File: src/rtl/mm_ctrl_pkg.sv
// Shared definitions for the matrix-multiply controller: FSM encoding,
// datapath/address widths and the result-address step.
package mm_ctrl_pkg;
  localparam int DATA_W     = 20;
  localparam int RAM_DATA_W = 32;
  localparam int ADDR_W     = 13;
  localparam logic [ADDR_W-1:0] ADDR_STEP = 13'd4;

  typedef enum logic [2:0] {
    S_IDLE  = 3'd0,
    S_CLR   = 3'd1,
    S_READ  = 3'd2,
    S_DRAIN = 3'd3,
    S_WB    = 3'd4,
    S_FIN   = 3'd5
  } state_e;

  // Counter width for a limit; a limit of 1 still needs a 1-bit counter.
  function automatic int cw(input int lim);
    return (lim > 1) ? $clog2(lim) : 1;
  endfunction
endpackage

File: src/rtl/mm_idx_cnt.sv
// Nested i/j/k index counter: k steps within an element, j/i step per
// finished element in row-major order.
module mm_idx_cnt import mm_ctrl_pkg::*; #(
  parameter int M  = 4,
  parameter int N  = 4,
  parameter int K  = 8,
  parameter int IW = cw(M),
  parameter int JW = cw(N),
  parameter int KW = cw(K)
) (
  input  logic          clk,
  input  logic          rst,
  input  logic          clr_i,
  input  logic          k_clr_i,
  input  logic          k_step_i,
  input  logic          e_step_i,
  output logic [IW-1:0] i_o,
  output logic [JW-1:0] j_o,
  output logic [KW-1:0] k_o,
  output logic          i_wrap_o,
  output logic          j_wrap_o,
  output logic          k_wrap_o
);
  logic [IW-1:0] i_q, i_d;
  logic [JW-1:0] j_q, j_d;
  logic [KW-1:0] k_q, k_d;

  assign i_wrap_o = (i_q == IW'(M - 1));
  assign j_wrap_o = (j_q == JW'(N - 1));
  assign k_wrap_o = (k_q == KW'(K - 1));
  assign i_o = i_q;
  assign j_o = j_q;
  assign k_o = k_q;

  always_comb begin
    i_d = i_q;
    j_d = j_q;
    k_d = k_q;
    if (clr_i) begin
      i_d = '0;
      j_d = '0;
      k_d = '0;
    end else begin
      if (k_clr_i)       k_d = '0;
      else if (k_step_i) k_d = k_wrap_o ? '0 : k_q + 1'b1;
      if (e_step_i) begin
        if (j_wrap_o) begin
          j_d = '0;
          i_d = i_wrap_o ? '0 : i_q + 1'b1;
        end else begin
          j_d = j_q + 1'b1;
        end
      end
    end
  end

  always_ff @(posedge clk or negedge rst) begin
    if (!rst) begin
      i_q <= '0;
      j_q <= '0;
      k_q <= '0;
    end else begin
      i_q <= i_d;
      j_q <= j_d;
      k_q <= k_d;
    end
  end
endmodule

File: src/rtl/mm_ctrl.sv
// Matrix-multiply sequencer: reads A/B operand pairs, steers an external
// MAC and writes each C element to the result RAM in row-major order.
module mm_ctrl import mm_ctrl_pkg::*; #(
  parameter int M = 4,
  parameter int N = 4,
  parameter int K = 8,
  parameter logic [ADDR_W-1:0] B_BASE = 13'd64,
  parameter logic [ADDR_W-1:0] W_BASE = 13'd0
) (
  input  logic                  clk,
  input  logic                  rst,
  input  logic                  start,
  output logic                  rd_en,
  output logic [ADDR_W-1:0]     a_addr,
  output logic [ADDR_W-1:0]     b_addr,
  output logic                  mac_clr,
  output logic                  mac_en,
  input  logic [DATA_W-1:0]     sum,
  output logic                  web,
  output logic [ADDR_W-1:0]     w_addr,
  output logic [RAM_DATA_W-1:0] dataRAM,
  output logic                  busy,
  output logic                  done
);
  localparam int IW = cw(M);
  localparam int JW = cw(N);
  localparam int KW = cw(K);

  state_e            state_q, state_d;
  logic [ADDR_W-1:0] addr_q, addr_d;
  logic              mac_en_q;
  logic              cnt_clr, k_clr, k_step, e_step;
  logic [IW-1:0]     i_w;
  logic [JW-1:0]     j_w;
  logic [KW-1:0]     k_w;
  logic              i_wrap, j_wrap, k_wrap;

  mm_idx_cnt #(.M(M), .N(N), .K(K)) u_idx (
    .clk      (clk),
    .rst      (rst),
    .clr_i    (cnt_clr),
    .k_clr_i  (k_clr),
    .k_step_i (k_step),
    .e_step_i (e_step),
    .i_o      (i_w),
    .j_o      (j_w),
    .k_o      (k_w),
    .i_wrap_o (i_wrap),
    .j_wrap_o (j_wrap),
    .k_wrap_o (k_wrap)
  );

  assign a_addr  = ADDR_W'(i_w) * ADDR_W'(K) + ADDR_W'(k_w);
  assign b_addr  = B_BASE + ADDR_W'(k_w) * ADDR_W'(N) + ADDR_W'(j_w);
  assign w_addr  = addr_q;
  assign dataRAM = {{(RAM_DATA_W - DATA_W){1'b0}}, sum};
  assign busy    = (state_q != S_IDLE);
  assign mac_en  = mac_en_q;

  always_comb begin
    state_d = state_q;
    addr_d  = addr_q;
    rd_en   = 1'b0;
    mac_clr = 1'b0;
    web     = 1'b1;
    done    = 1'b0;
    cnt_clr = 1'b0;
    k_clr   = 1'b0;
    k_step  = 1'b0;
    e_step  = 1'b0;
    unique case (state_q)
      S_IDLE: begin
        if (start) begin
          state_d = S_CLR;
          addr_d  = W_BASE;
        end
      end
      S_CLR: begin
        mac_clr = 1'b1;
        k_clr   = 1'b1;
        state_d = S_READ;
      end
      S_READ: begin
        rd_en  = 1'b1;
        k_step = 1'b1;
        if (k_wrap) state_d = S_DRAIN;
      end
      // Last operand pair is still in flight to the MAC here.
      S_DRAIN: state_d = S_WB;
      S_WB: begin
        web     = 1'b0;
        addr_d  = addr_q + ADDR_STEP;
        e_step  = 1'b1;
        state_d = (i_wrap && j_wrap) ? S_FIN : S_CLR;
      end
      S_FIN: begin
        done    = 1'b1;
        cnt_clr = 1'b1;
        state_d = S_IDLE;
      end
      default: state_d = S_IDLE;
    endcase
  end

  always_ff @(posedge clk or negedge rst) begin
    if (!rst) begin
      state_q  <= S_IDLE;
      addr_q   <= W_BASE;
      mac_en_q <= 1'b0;
    end else begin
      state_q  <= state_d;
      addr_q   <= addr_d;
      mac_en_q <= rd_en;
    end
  end
endmodule

File: config.mk
export PLATFORM = sky130hd
export DESIGN_NAME = mm_ctrl
export DESIGN_NICKNAME = d
export VERILOG_FILES = /design/src/rtl/mm_ctrl_pkg.sv /design/src/rtl/mm_idx_cnt.sv /design/src/rtl/mm_ctrl.sv
export SDC_FILE = /design/constraint.sdc
export NUM_CORES = 1
export LEC_CHECK = 0
export ABC_AREA = 1
export CAP_MARGIN = 20
export CORE_MARGIN = 2
export CORE_UTILIZATION = 37
export DETAILED_ROUTE_END_ITERATION = 12
export PLACE_DENSITY = 0.78
export SYNTH_ARGS = -nofsm -noshare
export SYNTH_HDL_FRONTEND = slang
export SYNTH_HIERARCHICAL = 1
export SYNTH_SLANG_ARGS = --single-unit
File: constraint.sdc
create_clock -name clk -period 1.4 [get_ports clk]
set_input_delay 0.35 -clock clk [delete_from_list [all_inputs] [get_ports clk]]
set_output_delay 0.35 -clock clk [all_outputs]
set_load 0.1 [all_outputs]
==> reports/results.ini <==
[timing]
final_hold_viol_count = 0
postLayoutSetupSlackWorst_ns = -0.1552
timing.fmax_mhz = 643.0
tightest_slew_ns = 0.5992
maxSlewHeadroom_pct = 59.78
setup_viol = 5
rsz0062_at_grt = true
timing.final.crit_share_pct = 111.1
period_minus_slack_ns = 1.555
drv_slew = 0
tns_ns = -0.6634
skew_ns = 0.007542

[pwr]
ir_drop_v = 0.002296
p_leak_nw = 0.9954
power.density_nw_per_um2 = 2554
p_sw_w = 0.003159
swShare_pct = 56.98
p_clk_share_pct = 7.1
combinationalPowerShare_pct = 71.4
pwr-share-seq_pct = 21.5
internal_power_w = 0.002385

[placement]
place_ws_ns = -0.2019
routabilityCongestion = 0.7887
dp_hpwl_um = 2182
io_buffer_count = 29

[cts]
cts_max_level = 1
cts.sinks = 22
cts_hold_buf = 0
cts_tree = done
cts-root-buf = clkbuf_8
numCtsBuffers = 3
cts_buffer_depth = 2
clk_latency_ns = 0.26
clkTransAtPathRegs_ns = 0.08

[synthesis]
synth_area_per_cell_sq_um = 7.823
ys_seq_area_share_pct = 34.84
synth_edf_count = 0
synthArstFlopShare_pct = 100.0
syn_inst = 202
yosys.cell_types.count = 25
ys_dominant_reg_cell = dfrtp_1
synthesis.area_sq_um = 1580
ys_ff_latch = 22
synth_warnings = 6

[min_path]
hold_path_class = in2async

[status]
violations = setup timing
outcome = finished with violations

[flow_run]
max_cap_viol_count = 0

[cells_and_area]
drive_above_1_share_pct = 38.01
final_nets = 250
num_antenna_cells = 0
area_growth_pct = 37.37
fin_util_pct = 53.50
nFillCells = 358

[route]
vias_per_cell = 4.413
ant_nets = 0
vias = 1196
dr.pass1.iters = 4
drt_iter0_drc = 101
routed_wl_um = 2777
wl_per_cell_um = 10.25
drc = 0

[grt]
grt_pass1_wl_um = 4892
grt_usage_pct = 11.99
grt_remaining_overflow = 0
grt_start_max_net_pins = 23
antenna_found_initial = 0
grt_pass1_vias = 1163

[floorplanning]
start_util_pct = 38.95
io_pins = 100
rows = 23
fp.coreArea_sq_um = 4058
die_h_um = 69.35
die-width_um = 69.35
die_area_sq_um = 4809

[worst_setup_path]
cpLargestDelayFamily = flip-flops
crit_chain = nor2_4 > buf_6 > nand2_4 > buf_12
cpMaxStageDelayCell = dfrtp_2
cp.arrival_ns = 1.21
crit_path_max_fanout = 5
crit_type = reg2out
slowest_delay_ns = 0.49
end_kind = output pin
worstPathRequired_ns = 1.05
cp_num_buf_inv = 2
crit_path_start_kind = flip-flop

[Yosys cell counts, drive strengths merged (2+ instances only)]
master / number / area (sq um)
a21oi: 6 / 30.03
buf: 54 / 409.1
conb: 2 / 7.510
dfrtp: 22 / 550.5
ha: 5 / 62.56
inv: 17 / 63.81
nand2: 42 / 162.6
nand3: 17 / 90.09
nor2: 20 / 100.1
nor3: 2 / 10.01
o21ai: 7 / 35.03
o31ai: 2 / 15.01
[layout make-up]
cell class	instances	area (sq um)	area share [%]
Sequential cell	22	590.6	27.20
Clock buffer	4	45.04	2.075
Multi-Input combinational cell	136	725.7	33.43
Timing Repair Buffer	41	670.6	30.89
Inverter	18	76.32	3.516
Tap cell	50	62.56	2.882
[per-layer routing]
layer  vias to the layer above  GRT usage [%]  routed length (um)
li1                        598              -                   -
met2                        42          21.47                1471
met3                         0          3.488                 199
met4                         0          1.525                   0
met5                         -              0                   0
met1                       556          14.58                1106
[metrics by stage]
stage          std cells  instance area, sq um  hold slack, ns  power (W)
2_1_floorplan        230                  1778         0.05441   0.004081
3_3_place_gp         264                  2072          0.5392   0.004983
3_5_place_dp         264                  2072          0.5505   0.005024
4_1_cts              271                  2158          0.4445   0.005552
5_1_grt              271                  2171          0.4677   0.005819
6_report             271                  2171          0.4385   0.005544
[power groups by stage]
stage                     Clock, W  Sequential, W  Combinational [W]
after floorplan                  0        0.00195            0.00213
after global placement           0        0.00118            0.00381
after detailed placement         0        0.00119            0.00384
after CTS                 0.000415        0.00119            0.00395
after global routing      0.000441        0.00124            0.00414
final                     0.000393        0.00119            0.00396
[cells in the final DEF (no fill, tap or decap), types with 3 or more instances in the layout]
cell	Yosys	final
buf_4	53	9
nand3_1	16	15
nand2_2	2	3
nand2_1	40	38
nor2_4	3	4
clkbuf_8	0	3
dfrtp_2	0	14
inv_1	14	11
inv_2	3	3
ha_1	5	4
nor2_1	16	15
conb_1	2	30
dfrtp_4	0	6
buf_12	0	28
a21oi_1	6	6
o21ai_1	4	4
o21ai_0	3	3
[kinds of logic after synthesis]
family / Yosys count / synth area share [%]
simple gates: 83 / 23.75
buf+inv: 72 / 30.17
flops: 22 / 34.84
compound gates: 18 / 6.809
fa+ha+maj: 5 / 3.959
other cells: 2 / 0.4752
[worst paths after layout]
path	startpoint	endpoint	slack (ns)	depth (start not counted)
worst max register to register	state_q[2]$_DFFE_PN0P_	w_addr[4]$_DFFE_PN0P_	0	4
worst min register to register	w_addr[10]$_DFFE_PN0P_	w_addr[10]$_DFFE_PN0P_	0.56	2
min in group clk	w_addr[10]$_DFFE_PN0P_	w_addr[10]$_DFFE_PN0P_	0.56	2
worst min-delay path	rst	w_addr[5]$_DFFE_PN0P_	0.44	2
worst max-delay path	state_q[1]$_DFFE_PN0P_	busy	-0.16	4
max in group asynchronous	rst	u_idx/k_o[1]$_DFFE_PN0P_	0.70	2
[registers in the layout, summed over array words and instances (netlist names)]
name,cells
mac_en,1
u_idx/k_o,3
state_q,3
w_addr,11
u_idx/i_o,2
u_idx/j_o,2
[what timing repair did]
action | 4_1_cts | 5_1_grt
buffers inserted | 3 | 0
resized for setup | 5 | 3
pin swaps | 2 | 4
endpoints found under the setup margin | 5 | 14
Power figures use the tool's default switching activity.
